`config.mk`:
```
export PLATFORM = sky130hd
export DESIGN_NAME = shift_seq_ctrl
export DESIGN_NICKNAME = d
export VERILOG_FILES = /design/src/rtl/shift_seq_ctrl.sv
export SDC_FILE = /design/constraint.sdc
export NUM_CORES = 1
export LEC_CHECK = 0
export ABC_AREA = 1
export BUFFER_PORTS_ARGS = -buffer_cell sky130_fd_sc_hd__buf_4
export CORE_AREA = 8 8 45 47
export CTS_BUF_LIST = sky130_fd_sc_hd__clkbuf_16
export DETAILED_ROUTE_END_ITERATION = 7
export DIE_AREA = 0 0 53 55
export PLACE_DENSITY = 0.67
export SLEW_MARGIN = 40
export SYNTH_ARGS = -nofsm -noshare
export SYNTH_HDL_FRONTEND = slang
export SYNTH_SLANG_ARGS = --single-unit
```
`constraint.sdc`:
```
create_clock -name clk -period 1.3 [get_ports clk]
set_input_delay 0.065 -clock clk [delete_from_list [all_inputs] [get_ports clk]]
set_output_delay 0.065 -clock clk [all_outputs]
set_load 0.01 [all_outputs]
```
`src/rtl/shift_seq_ctrl.sv`:
```
// shift_seq_ctrl: serialises a captured parallel word into an external bidirectional shift register over N cycles.
// Define SHIFT_SEQ_CHECK_EN to add a one-cycle CHECK state that compares q_in against the captured word.
module shift_seq_ctrl #(
    parameter int N = 4
) (
    input  logic         clk,
    input  logic         reset,
    input  logic         start,
    input  logic [N-1:0] word,
    input  logic         order,
    input  logic [N-1:0] q_in,
    output logic         busy,
    output logic         done,
    output logic         shift_en,
    output logic         dir,
    output logic         sr_serial_in,
    output logic         err
);
    localparam int CW = $clog2(N + 1);

`ifdef SHIFT_SEQ_CHECK_EN
    typedef enum logic [1:0] {IDLE, LOAD, CHECK, DONE} state_t;
    localparam state_t AFTER_LOAD = CHECK;
`else
    typedef enum logic [1:0] {IDLE, LOAD, DONE} state_t;
    localparam state_t AFTER_LOAD = DONE;
`endif

    state_t        state_reg, state_next;
    logic [N-1:0]  shadow_reg;
    logic [CW-1:0] cnt_reg;
    logic          dir_reg;
    logic          accept;
    logic          err_reg;

    assign accept = (state_reg == IDLE) && start;

    always_ff @(posedge clk or negedge reset) begin
        if (!reset) state_reg <= IDLE;
        else        state_reg <= state_next;
    end

    // The shadow moves toward the end being consumed, so the outgoing bit is always at a fixed position.
    always_ff @(posedge clk or negedge reset) begin
        if (!reset) begin
            shadow_reg <= '0;
            cnt_reg    <= '0;
            dir_reg    <= 1'b0;
        end else if (accept) begin
            shadow_reg <= word;
            cnt_reg    <= '0;
            dir_reg    <= order;
        end else if (state_reg == LOAD) begin
            shadow_reg <= dir_reg ? {shadow_reg[N-2:0], 1'b0} : {1'b0, shadow_reg[N-1:1]};
            cnt_reg    <= cnt_reg + CW'(1);
        end
    end

`ifdef SHIFT_SEQ_CHECK_EN
    logic [N-1:0] copy_reg;

    always_ff @(posedge clk or negedge reset) begin
        if (!reset) begin
            copy_reg <= '0;
            err_reg  <= 1'b0;
        end else if (accept) begin
            copy_reg <= word;
            err_reg  <= 1'b0;
        end else if (state_reg == CHECK) begin
            err_reg  <= (q_in != copy_reg);
        end
    end
`else
    logic unused_q;
    assign unused_q = ^q_in;
    assign err_reg  = 1'b0;
`endif

    always_comb begin
        state_next = state_reg;
        case (state_reg)
            IDLE:    if (start) state_next = LOAD;
            LOAD:    if (cnt_reg == CW'(N - 1)) state_next = AFTER_LOAD;
`ifdef SHIFT_SEQ_CHECK_EN
            CHECK:   state_next = DONE;
`endif
            DONE:    state_next = IDLE;
            default: state_next = IDLE;
        endcase
    end

    always_comb begin
        busy         = (state_reg != IDLE);
        done         = (state_reg == DONE);
        shift_en     = (state_reg == LOAD);
        dir          = dir_reg;
        sr_serial_in = 1'b0;
        if (state_reg == LOAD)
            sr_serial_in = dir_reg ? shadow_reg[N-1] : shadow_reg[0];
        err          = err_reg;
    end
endmodule

```
# Word level (Yosys, flattened, before mapping)

Cells that the tools add are included.

Input bits: 12
Bits in registers: 10

Muxes and demuxes: 10
Reductions and logical operators: 5
Add/sub/neg operators: 1
Equal/unequal tests: 5

Operator list:

| kind                | count |
|---|---|
| $mux 4              | 3 |
| $mux 3              | 2 |
| $mux 2              | 2 |
| $pmux 2 s2          | 1 |
| $reduce_bool 2->1   | 2 |
| $add 3x1->3 const B | 1 |
| $eq 3x2->1 const B  | 1 |
| $eq 2x1->1 const B  | 1 |
| $eq 2x2->1 const B  | 1 |
| $logic_not 2->1     | 1 |
| $mux 1              | 2 |
| $ne 2x1->1 const B  | 1 |
| $ne 2x2->1 const B  | 1 |
| $reduce_and 2->1    | 1 |
| $logic_and 1x1->1   | 1 |

# Longest topological paths before layout

Gate-level depths: netlist of the first run.

Depth in word-level cells: 3
Gate-level depth with buffers: 7
Gate-level depth less buffers: 7

# Worst setup path after synthesis of the first run

Ideal clock, no wire load.

Kind: reg2reg
Start point: register cnt_reg[0]
End point: register cnt_reg[2]
Period minus slack after synthesis: 1061 ps
Setup time: 80 ps
Slack: 239 ps
Required time: 1220 ps
Cell stages (with the launch flop): 4
Arrival time: 981 ps
Path through: dfrtp_1 ha_1 ha_1 o22ai_2

Word-level cells in the longest chain between the ends: 3

Ends and longest elaborated chain:

| what                   | RTL line | text |
|---|---|---|
| start, declared        | 31       | `logic [CW-1:0] cnt_reg;` |
| start signal, assigned | 55       | `cnt_reg <= cnt_reg + CW'(1);` |
| $add 3x1->3            | 55       |  |
| $mux 3                 | 53       | `end else if (state_reg == LOAD) begin` |
| $mux 3                 | 49       | `end else if (accept) begin` |

Every way passes these cells. The select of a mux whose other input is x is not followed.
A chain may end at the register's enable or synchronous reset.

# Worst setup path after layout of the first run

Start point: register state_reg[1]
End point: output sr_serial_in

Word-level cells in the longest chain between the ends: 2

Ends and longest elaborated chain:

| what                   | RTL line | text |
|---|---|---|
| start, declared        | 29       | `state_t state_reg, state_next;` |
| start signal, assigned | 40       | `else state_reg <= state_next;` |
| $eq 2x1->1             | 98       | `if (state_reg == LOAD)` |
| $mux 1                 | 98       |  |
| end, declared          | 16       | `output logic sr_serial_in,` |

Every way passes these cells.

==> results.py, run 1 <==
metrics = {
    "cells_and_area": {
        "num_antenna_cells": 0,
        "layout-drive-gt1-share_pct": 27.3,
        "layout_common_cells": "nand2_1 (30), buf_4 (13), dfrtp_1 (10)",
        "area_delta_synth_final_pct": 36.3,
        "final_common_cell": "nand2_1",
        "fin_util_pct": 54.0,
        "final_nets": 103,
        "fillers": 132,
        "largest_reg_flops": 4,
    },
    "hold_path": {
        "whs_path_depth": 3,
        "hold_class": "primary input to flip-flop",
    },
    "critical_path": {
        "crit_required_ns": 1.24,
        "cp_max_fo": 8,
        "cp_num_cells": 4,
        "crit_buf_inv": 2,
        "worst_path_max_delay_cell": "dfrtp_1",
        "cp_cell_sequence": "inv_1 > nand2_4 > a21oi_1 > buf_4",
        "cp-start-kind": "flip-flop",
        "path_class": "flip-flop to output port",
        "crit_family": "flip-flops",
        "crit_path_end_kind": "output port",
        "crit_arrival_ns": 1.14,
        "max_stage_delay_ns": 0.40,
        "worstRegToRegCells": 3,
    },
    "timing": {
        "setup_tns_ns": 0,
        "worst_clock_skew_ns": 0.00168,
        "finalWorstSetupSlack_ns": 0.0945,
        "hold_violations": 0,
        "finalMaxSlewViolations": 0,
        "fin_crit_sh_pct": 92.7,
        "min_period_ns": 1.21,
        "max_freq_mhz": 830,
        "setup_viol": 0,
        "grt_setup_unrepaired": "no",
    },
    "clock_network": {
        "clock_sink_count": 10,
        "cts-root-buf": "clkbuf_16",
        "insertion_delay_ns": 0.23,
        "postCtsSetupRepairBufs": 0,
        "htreeDepth": 1,
        "cts.clk_slew.worst_paths_ns": 0.04,
        "cts_tree": "yes",
        "cts-buffers-inserted": 3,
        "clock_path_buffers": 2,
    },
    "floorplan": {
        "dieArea_sq_um": 2920,
        "dieWidth_microns": 53,
        "die_y_microns": 55,
        "io_pins": 18,
        "rows": 14,
        "core-area_sq_um": 1380,
        "start_util_pct": 39.6,
    },
    "detailed_routing": {
        "drtIter0Drc": 11,
        "post_drt_wl_per_cell_microns": 10.8,
        "vias_per_cell": 4.71,
        "ant_nets": 0,
        "num_vias": 490,
        "dr.pass1.iters": 4,
        "drcViolationCount": 0,
        "wl_microns": 1130,
    },
    "synth": {
        "synth-seq-area-share_pct": 45.7,
        "yosys_warnings": 0,
        "synth_cell_type_count": 15,
        "syn_area_sq_um": 548,
        "ys_seq_elements": 10,
        "synth.top_cell.area_share_pct": 45.7,
        "yosysTopAreaCell": "dfrtp_1",
        "postSynthCellCount": 71,
        "synthesis.nets": 85,
        "syn_area_per_cell_sq_um": 7.72,
        "synthTopCellsByArea": "dfrtp_1 (46%), nand2_1 (21%), inv_1 (4.8%), ha_1 (4.6%), nand2_4 (4.1%)",
    },
    "place": {
        "dp_hpwl_microns": 853,
        "place.port_buffers": 12,
        "dp_slack_ns": 0.201,
        "place.gp.congestion": 0.726,
    },
    "global_routing": {
        "grt_antenna_before_repair": 0,
        "first_global_vias": 451,
        "grt_pass1_wl_microns": 1900,
        "grt_start_max_net_pins": 11,
        "grt-ovfl-total": 0,
        "grt_use_total_pct": 8.55,
    },
    "run_status": {
        "status": "finished clean",
    },
    "power": {
        "ir_drop_mv": 1.17,
        "total_power_mw": 1.87,
        "power_per_cell_area_nw_per_um2": 2510,
        "power_leakage_nw": 0.403,
    },
    "job": {
        "cap_violations": 0,
    },
}
-- cell usage after synthesis --
library cell	number
nor2_4	1
buf_4	1
o21ai_1	4
nand2_4	2
o21ai_2	1
nand3_1	4
o22ai_2	1
inv_2	3
a21oi_1	1
ha_1	2
inv_1	7
nand2_1	30
dfrtp_1	10
nor2_1	3
conb_1	1
-- per-stage QoR --
step / hold WS [ns] / instances / area, sq um
floorplan: -0.231 / 71 / 548
global placement: -0.102 / 99 / 658
detailed placement: -0.100 / 99 / 658
CTS: 0.0558 / 104 / 747
global route: 0.0756 / 104 / 747
finish: 0.0551 / 104 / 747
-- layout make-up --
class	count	area [sq um]	area share, %
clock inverters	1	3.75	0.503
multi-input cells	50	253	33.8
clock buffers	3	75.1	10.1
repair buffers	14	108	14.4
inverters	10	37.5	5.03
flip-flops and latches	10	250	33.5
well taps	16	20.0	2.68
-- where the power goes --
| part | internal (mW) | total, mW | switching [mW] |
|---|---|---|---|
| Sequential | 0.448 | 0.578 | 0.130 |
| Combinational | 0.329 | 0.764 | 0.435 |
| Clock | 0.402 | 0.533 | 0.131 |
-- tightest hold or removal path: cells and delay by family --
family | cells | cell delay, ns
buf+inv | 1 | 0.08
compound gates | 1 | 0.06
simple gates | 1 | 0.04
-- worst paths after layout --
check	startpoint	endpoint	slack, ns
min	order	dir	0.06
min in group asynchronous	reset	cnt_reg[1]	0.21
max reg2reg	cnt_reg[0]	cnt_reg[2]	0.20
max	state_reg[1]	sr_serial_in	0.09
min reg2reg	cnt_reg[1]	cnt_reg[1]	0.47
max in group asynchronous	reset	shadow_reg[3]	0.95
-- timing repair --
item	4_1_cts	5_1_grt
hold endpoints to repair	10	0
endpoints found under the setup margin	0	0
hold buffers	1	0
gates resized for setup	0	0
-- cell families after synthesis --
family / after synthesis / synth area share [%]
AND/OR/NAND/NOR: 40 / 32.4
buffers and inverters: 11 / 8.22
flip-flops: 10 / 45.7
AO/OA/AOI/OAI: 7 / 8.45
adder cells (fa/ha/maj): 2 / 4.57
other: 1 / 0.684
-- per-layer routing --
layer	routed length, microns	global-route usage, %	up-vias
li1	-	-	249
met1	485	10.2	228
met2	551	15.0	11
met3	71	1.07	2
met4	19	3.88	0
met5	0	0	-
No activity file was read; power rests on OpenSTA's default activity.
==> run 2: changes to the inputs <==
Settings changed: ABC_AREA 1 to not set.
==> run 2 against run 1 <==
  * Via count is 16% lower
  * Sequential power is 6.2% higher
  * Non-clock buffer count is 1 higher
  * Clock power hardly changed
  * Design area is 2.3% lower
  * Worst setup slack worse by 0.030 ns
  * Combinational power is 4.3% higher
  * Maximum frequency is 2.5% lower
==> results.py, run 2 <==
metrics = {
    "run_status": {
        "status": "finished clean",
    },
    "synth": {
        "postSynthCellCount": 52,
        "synth_top_family_by_area": "simple AND/OR/NAND/NOR gates",
        "yosys_warnings": 0,
        "syn_area_per_cell_sq_um": 10.5,
        "netlist_top_cells_count": "dfrtp_1 (10), nand2_1 (6), buf_4 (3), o21ai_0 (3)",
        "synth.top_cell.area_share_pct": 46.0,
        "synthTopCellsByArea": "dfrtp_1 (46%), ha_1 (4.6%), buf_4 (4.1%), nand2_1 (4.1%), mux2i_1 (3.7%)",
        "yosysMostFrequentCell": "dfrtp_1",
        "synth_compound_area_share_pct": 14.0,
        "syn_area_sq_um": 544,
        "synthXorXnorAreaFrac_pct": 0,
        "synth-adder-area-share_pct": 4.60,
        "muxShareOfSynthArea_pct": 5.75,
        "synth_edf_count": 0,
        "yosys.area_share.simple_pct": 21.4,
        "synthArstFlopShare_pct": 100,
        "synth-seq-area-share_pct": 46.0,
        "synth_cell_type_count": 28,
        "ys_seq_elements": 10,
        "synthesis.nets": 66,
        "yosysTopAreaCell": "dfrtp_1",
        "ys.flop_type": "dfrtp_1",
    },
    "cells_and_area": {
        "fillers": 130,
        "num_antenna_cells": 0,
        "layout_common_cells": "buf_4 (14), dfrtp_1 (10), nand2_1 (6)",
        "final_nets": 82,
        "multi_input_area_sq_um": 255,
        "regArea_sq_um": 250,
        "layout-drive-gt1-share_pct": 37.3,
        "largest_reg_flops": 4,
        "fin_util_pct": 52.7,
        "area_delta_synth_final_pct": 34.0,
        "final_common_cell": "buf_4",
    },
    "power": {
        "power_leakage_nw": 0.338,
        "power.share.clock_pct": 27.4,
        "power_per_cell_area_nw_per_um2": 2660,
        "ir_drop_mv": 1.12,
        "sw_frac_of_total_pct": 34.3,
        "p_sw_uw": 666,
        "p_int_mw": 1.28,
        "total_power_mw": 1.94,
        "seqPwrFrac_pct": 31.6,
        "comb_power_share_pct": 41.0,
    },
    "floorplan": {
        "dieWidth_microns": 53,
        "dieArea_sq_um": 2920,
        "io_pins": 18,
        "start_util_pct": 39.3,
        "core-area_sq_um": 1380,
        "rows": 14,
        "die_y_microns": 55,
    },
    "global_routing": {
        "grt-ovfl-total": 0,
        "first_global_vias": 426,
        "grt_start_max_net_pins": 12,
        "grt_use_total_pct": 8.55,
        "grt_antenna_before_repair": 0,
        "grt_pass1_wl_microns": 1810,
    },
    "detailed_routing": {
        "routed-wl-met3_microns": 88,
        "dr.pass1.iters": 3,
        "drcViolationCount": 0,
        "vias_per_cell": 4.99,
        "m1WireLength_microns": 460,
        "num_vias": 414,
        "post_drt_wl_per_cell_microns": 12.9,
        "ant_nets": 0,
        "wl_microns": 1070,
        "drtIter0Drc": 4,
        "highest_layer": "met4",
        "dr_wl_met2_microns": 510,
    },
    "timing": {
        "whs_ns": 0.0356,
        "min_period_ns": 1.24,
        "setup_tns_ns": 0,
        "worst_clock_skew_ns": 0.000818,
        "finalMaxSlewViolations": 0,
        "grt_setup_unrepaired": "no",
        "finalWorstSetupSlack_ns": 0.0641,
        "fin_crit_sh_pct": 95.1,
        "setup_viol": 0,
        "hold_violations": 0,
        "max_freq_mhz": 809,
    },
    "hold_path": {
        "hold_class": "primary input to flip-flop",
    },
    "critical_path": {
        "crit_buf_inv": 1,
        "cp_max_fo": 6,
        "cp-start-kind": "flip-flop",
        "crit_arrival_ns": 1.17,
        "worst_path_max_delay_cell": "dfrtp_1",
        "cp_cell_sequence": "nand2b_2 > nor2_1 > buf_4",
        "crit_required_ns": 1.24,
        "crit_path_end_kind": "output port",
        "crit_family": "flip-flops",
        "path_class": "flip-flop to output port",
        "max_stage_delay_ns": 0.42,
    },
    "clock_network": {
        "cts-buffers-inserted": 3,
        "cts.clk_slew.worst_paths_ns": 0.04,
        "clock_sink_count": 10,
        "htreeDepth": 1,
        "postCtsSetupRepairBufs": 0,
        "cts_tree": "yes",
        "insertion_delay_ns": 0.23,
        "clock_path_buffers": 2,
        "cts-root-buf": "clkbuf_16",
    },
    "job": {
        "cap_violations": 0,
    },
    "place": {
        "dp_slack_ns": 0.0381,
        "place.gp.congestion": 0.702,
        "place.port_buffers": 12,
        "dp_hpwl_microns": 797,
    },
}
[run 2: changes by cell type after synthesis, moves of 2 or more]
cell | previous run | this run
nand2_1 | 30 | 6
inv_1 | 7 | 2
inv_2 | 3 | 0
o21ai_0 | 0 | 3
mux2i_1 | 0 | 2
nor2b_1 | 0 | 2
nand3_1 | 4 | 0
buf_4 | 1 | 3
nand2_4 | 2 | 0
o21ai_1 | 4 | 1
[run 2: final cells by class]
cell class | count | share of cell area [%]
well taps | 16 | 2.74
clock inverters | 1 | 0.515
clock buffers | 3 | 10.3
multi-input cells | 36 | 35.0
flip-flops and latches | 10 | 34.3
inverters | 2 | 1.37
repair buffers | 15 | 15.8
[run 2: through the flow]
| step | cell area [sq um] | cells |
|---|---|---|
| after floorplan | 544 | 52 |
| after global placement | 636 | 78 |
| after CTS | 727 | 83 |
| after detailed placement | 636 | 78 |
| final | 729 | 83 |
| after global routing | 729 | 83 |
[run 2: final timing paths]
path | from | to | slack [ns] | depth (start not counted)
max | state_reg[1] | sr_serial_in | 0.06 | 3
min | word[0] | shadow_reg[0] | 0.04 | 3
max reg2reg | state_reg[0] | shadow_reg[2] | 0.10 | 4
min reg2reg | cnt_reg[0] | cnt_reg[0] | 0.49 | 1
max in group asynchronous | reset | state_reg[1] | 0.96 | 2
min in group asynchronous | reset | cnt_reg[2] | 0.20 | 2
[run 2: worst register-to-register path, delay by kind of cell, from the launching register on]
kind / cells / cell delay (ns)
buffers and inverters: 1 / 0.21
and+or+nand+nor: 2 / 0.28
AOI/OAI and AO/OA: 1 / 0.18
DFF: 1 / 0.44
[run 2: power by group through the flow]
stage	Sequential [mW]	Clock (mW)	Combinational, mW
finish	0.614	0.533	0.797
detailed placement	0.613	0	0.784
global route	0.635	0.563	0.917
CTS	0.612	0.551	0.801
floorplan	0.560	0	0.614
global placement	0.607	0	0.767
[run 2: cell families after synthesis]
logic type               count (synthesis)
adder cells (fa/ha/maj)                  2
AO/OA/AOI/OAI                           11
other                                    1
buffers and inverters                    6
flip-flops                              10
multiplexers                             3
AND/OR/NAND/NOR                         19
[run 2: repair_timing]
action / 4_1_cts / 5_1_grt
gates resized for setup: 2 / 1
hold endpoints to repair: 10 / 0
hold buffers: 1 / 0
endpoints found under the setup margin: 1 / 1
cloned: 0 / 0
pin swaps: 0 / 0
[run 2: metal layers]
layer	vias up	GRT usage (%)
met1	194	8.58
met4	0	5.17
met5	-	0
met3	2	4.28
met2	10	14.1
li1	208	-
==> run 3: changes to the inputs <==
Settings changed: PLACE_DENSITY 0.67 to 0.78, SETUP_SLACK_MARGIN set to 0.15.
==> run 3 against run 2 <==
  * Clock power is 2% lower
  * Via count increased by 11%
  * Non-clock buffer count rose by 8
  * Combinational power rose by 51%
  * Clock-buffer cell count unchanged
  * Largest cell class unchanged
==> results.py, run 3 (synthesis gave the netlist of run 2 again) <==
metrics = {
    "global_routing": {
        "grt_start_max_net_pins": 12,
        "use_met1_pct": 9.52,
        "gr-usage-met3_pct": 3.48,
        "grt_pass1_wl_microns": 1780,
        "grt_antenna_before_repair": 0,
        "grt_use_total_pct": 8.49,
        "first_global_vias": 406,
        "top_usage_layer": "met2",
        "grt-ovfl-total": 0,
        "grt_use_met2_pct": 12.7,
    },
    "hold_path": {
        "whs_path_depth": 3,
        "hold_class": "primary input to flip-flop",
        "hold_path.startpoint": "word[1]",
    },
    "floorplan": {
        "start_util_pct": 39.3,
        "core-area_sq_um": 1380,
        "dieWidth_microns": 53,
        "rows": 14,
        "dieArea_sq_um": 2920,
        "die_y_microns": 55,
        "io_pins": 18,
    },
    "detailed_routing": {
        "drcViolationCount": 0,
        "ant_nets": 0,
        "vias_per_cell": 5.09,
        "drtIter0Drc": 7,
        "wl_microns": 1350,
        "num_vias": 458,
        "dr.pass1.iters": 6,
        "post_drt_wl_per_cell_microns": 15.0,
    },
    "job": {
        "cap_violations": 0,
    },
    "cells_and_area": {
        "final_common_cell": "buf_4",
        "layout-drive-gt1-share_pct": 55.4,
        "fillers": 106,
        "fin_cells": 90,
        "final_area_sq_um": 856,
        "fin_util_pct": 61.8,
        "area_delta_synth_final_pct": 57.2,
        "largest_reg_flops": 4,
        "layout_common_cells": "buf_4 (17), dfrtp_1 (7), nand2_1 (4), buf_6 (4)",
        "num_antenna_cells": 0,
        "final_nets": 90,
    },
    "power": {
        "power_leakage_nw": 0.395,
        "power_per_cell_area_nw_per_um2": 2740,
        "ir_drop_mv": 1.17,
    },
    "critical_path": {
        "cp-start-kind": "flip-flop",
        "cp_max_fo": 5,
        "crit_arrival_ns": 1.30,
        "timing.rr.start": "state_reg[1]",
        "path_class": "flip-flop to flip-flop",
        "worstRegToRegCells": 3,
        "cp_cell_sequence": "or2_4 > nor3b_1 > a211oi_2",
        "worst_path_max_delay_cell": "dfrtp_2",
        "startpoint": "state_reg[1]",
        "crit_path_end_kind": "flip-flop",
        "max_stage_delay_ns": 0.43,
        "crit_required_ns": 1.40,
    },
    "place": {
        "dp_hpwl_microns": 816,
        "place_area_sq_um": 636,
        "place.gp.congestion": 0.763,
        "dp.cells": 78,
        "place.port_buffers": 12,
    },
    "timing": {
        "finalMaxSlewViolations": 0,
        "hold_violations": 0,
        "grt_setup_unrepaired": "yes",
        "setup_tns_ns": 0,
        "setup_viol": 0,
        "worst_clock_skew_ns": 0.000684,
        "min_period_ns": 1.20,
        "fin_crit_sh_pct": 92.4,
        "max_freq_mhz": 833,
        "whs_ns": 0.0361,
    },
    "clock_network": {
        "insertion_delay_ns": 0.23,
        "cts_tree": "yes",
        "cts-root-buf": "clkbuf_16",
        "clock_path_buffers": 2,
        "clock_sink_count": 10,
        "htreeDepth": 1,
        "cts-buffers-inserted": 3,
        "cts.clk_slew.worst_paths_ns": 0.04,
    },
    "run_status": {
        "status": "finished clean",
    },
}
-- run 3: changes by cell type in the layout (fill, tap and decap cells not counted), sizes merged --
cell	previous run	this run
clkinv	1	0
buf	14	22
-- run 3: worst paths after layout --
| path | to | slack (ns) |
|---|---|---|
| setup / recovery | shadow_reg[2] | 0.1 |
| setup reg to reg | shadow_reg[2] | 0.1 |
| hold reg to reg | cnt_reg[2] | 0.52 |
| hold / removal | shadow_reg[1] | 0.04 |
| max in group asynchronous | state_reg[0] | 0.94 |
| min in group asynchronous | shadow_reg[0] | 0.20 |
-- run 3: metal layers --
metal	routed length [microns]	share of wire, %
met5	0	0
met4	13	0.96
met3	86	6.4
met2	708	52
met1	543	40
-- run 3: layout make-up --
cell class | instances | area (sq um) | share of cell area, %
Sequential cell | 10 | 254 | 29.7
Clock buffer | 3 | 75.1 | 8.77
Multi-Input combinational cell | 36 | 292 | 34.1
Tap cell | 16 | 20.0 | 2.34
Inverter | 2 | 12.5 | 1.46
Timing Repair Buffer | 23 | 203 | 23.7
-- run 3: worst max-delay path: cells and delay by family, from the launching register on --
kind,cells,cell delay [ns]
AOI/OAI and AO/OA,1,0.07
DFF,1,0.43
and+or+nand+nor,2,0.57
-- run 3: repair_timing --
action / 4_1_cts / 5_1_grt
endpoints found under the hold margin: 10 / 0
cloned: 0 / 0
pin swaps: 0 / 3
hold buffers: 1 / 0
setup endpoints to repair: 7 / 11
gates resized for setup: 5 / 17
buffers inserted: 2 / 6
-- run 3: metrics by stage --
stage               setup slack (ns)  power, mW
floorplan                      0.199       1.17
global placement               0.111       1.36
detailed placement            0.0877       1.40
CTS                            0.116       2.00
global route                  0.0488       2.51
finish                        0.0991       2.34
-- run 3: power breakdown --
part	leakage (nW)	switching [mW]	total, mW	internal, mW
clock	0.0370	0.124	0.521	0.397
combinational	0.238	0.527	1.20	0.671
sequential	0.120	0.154	0.626	0.472
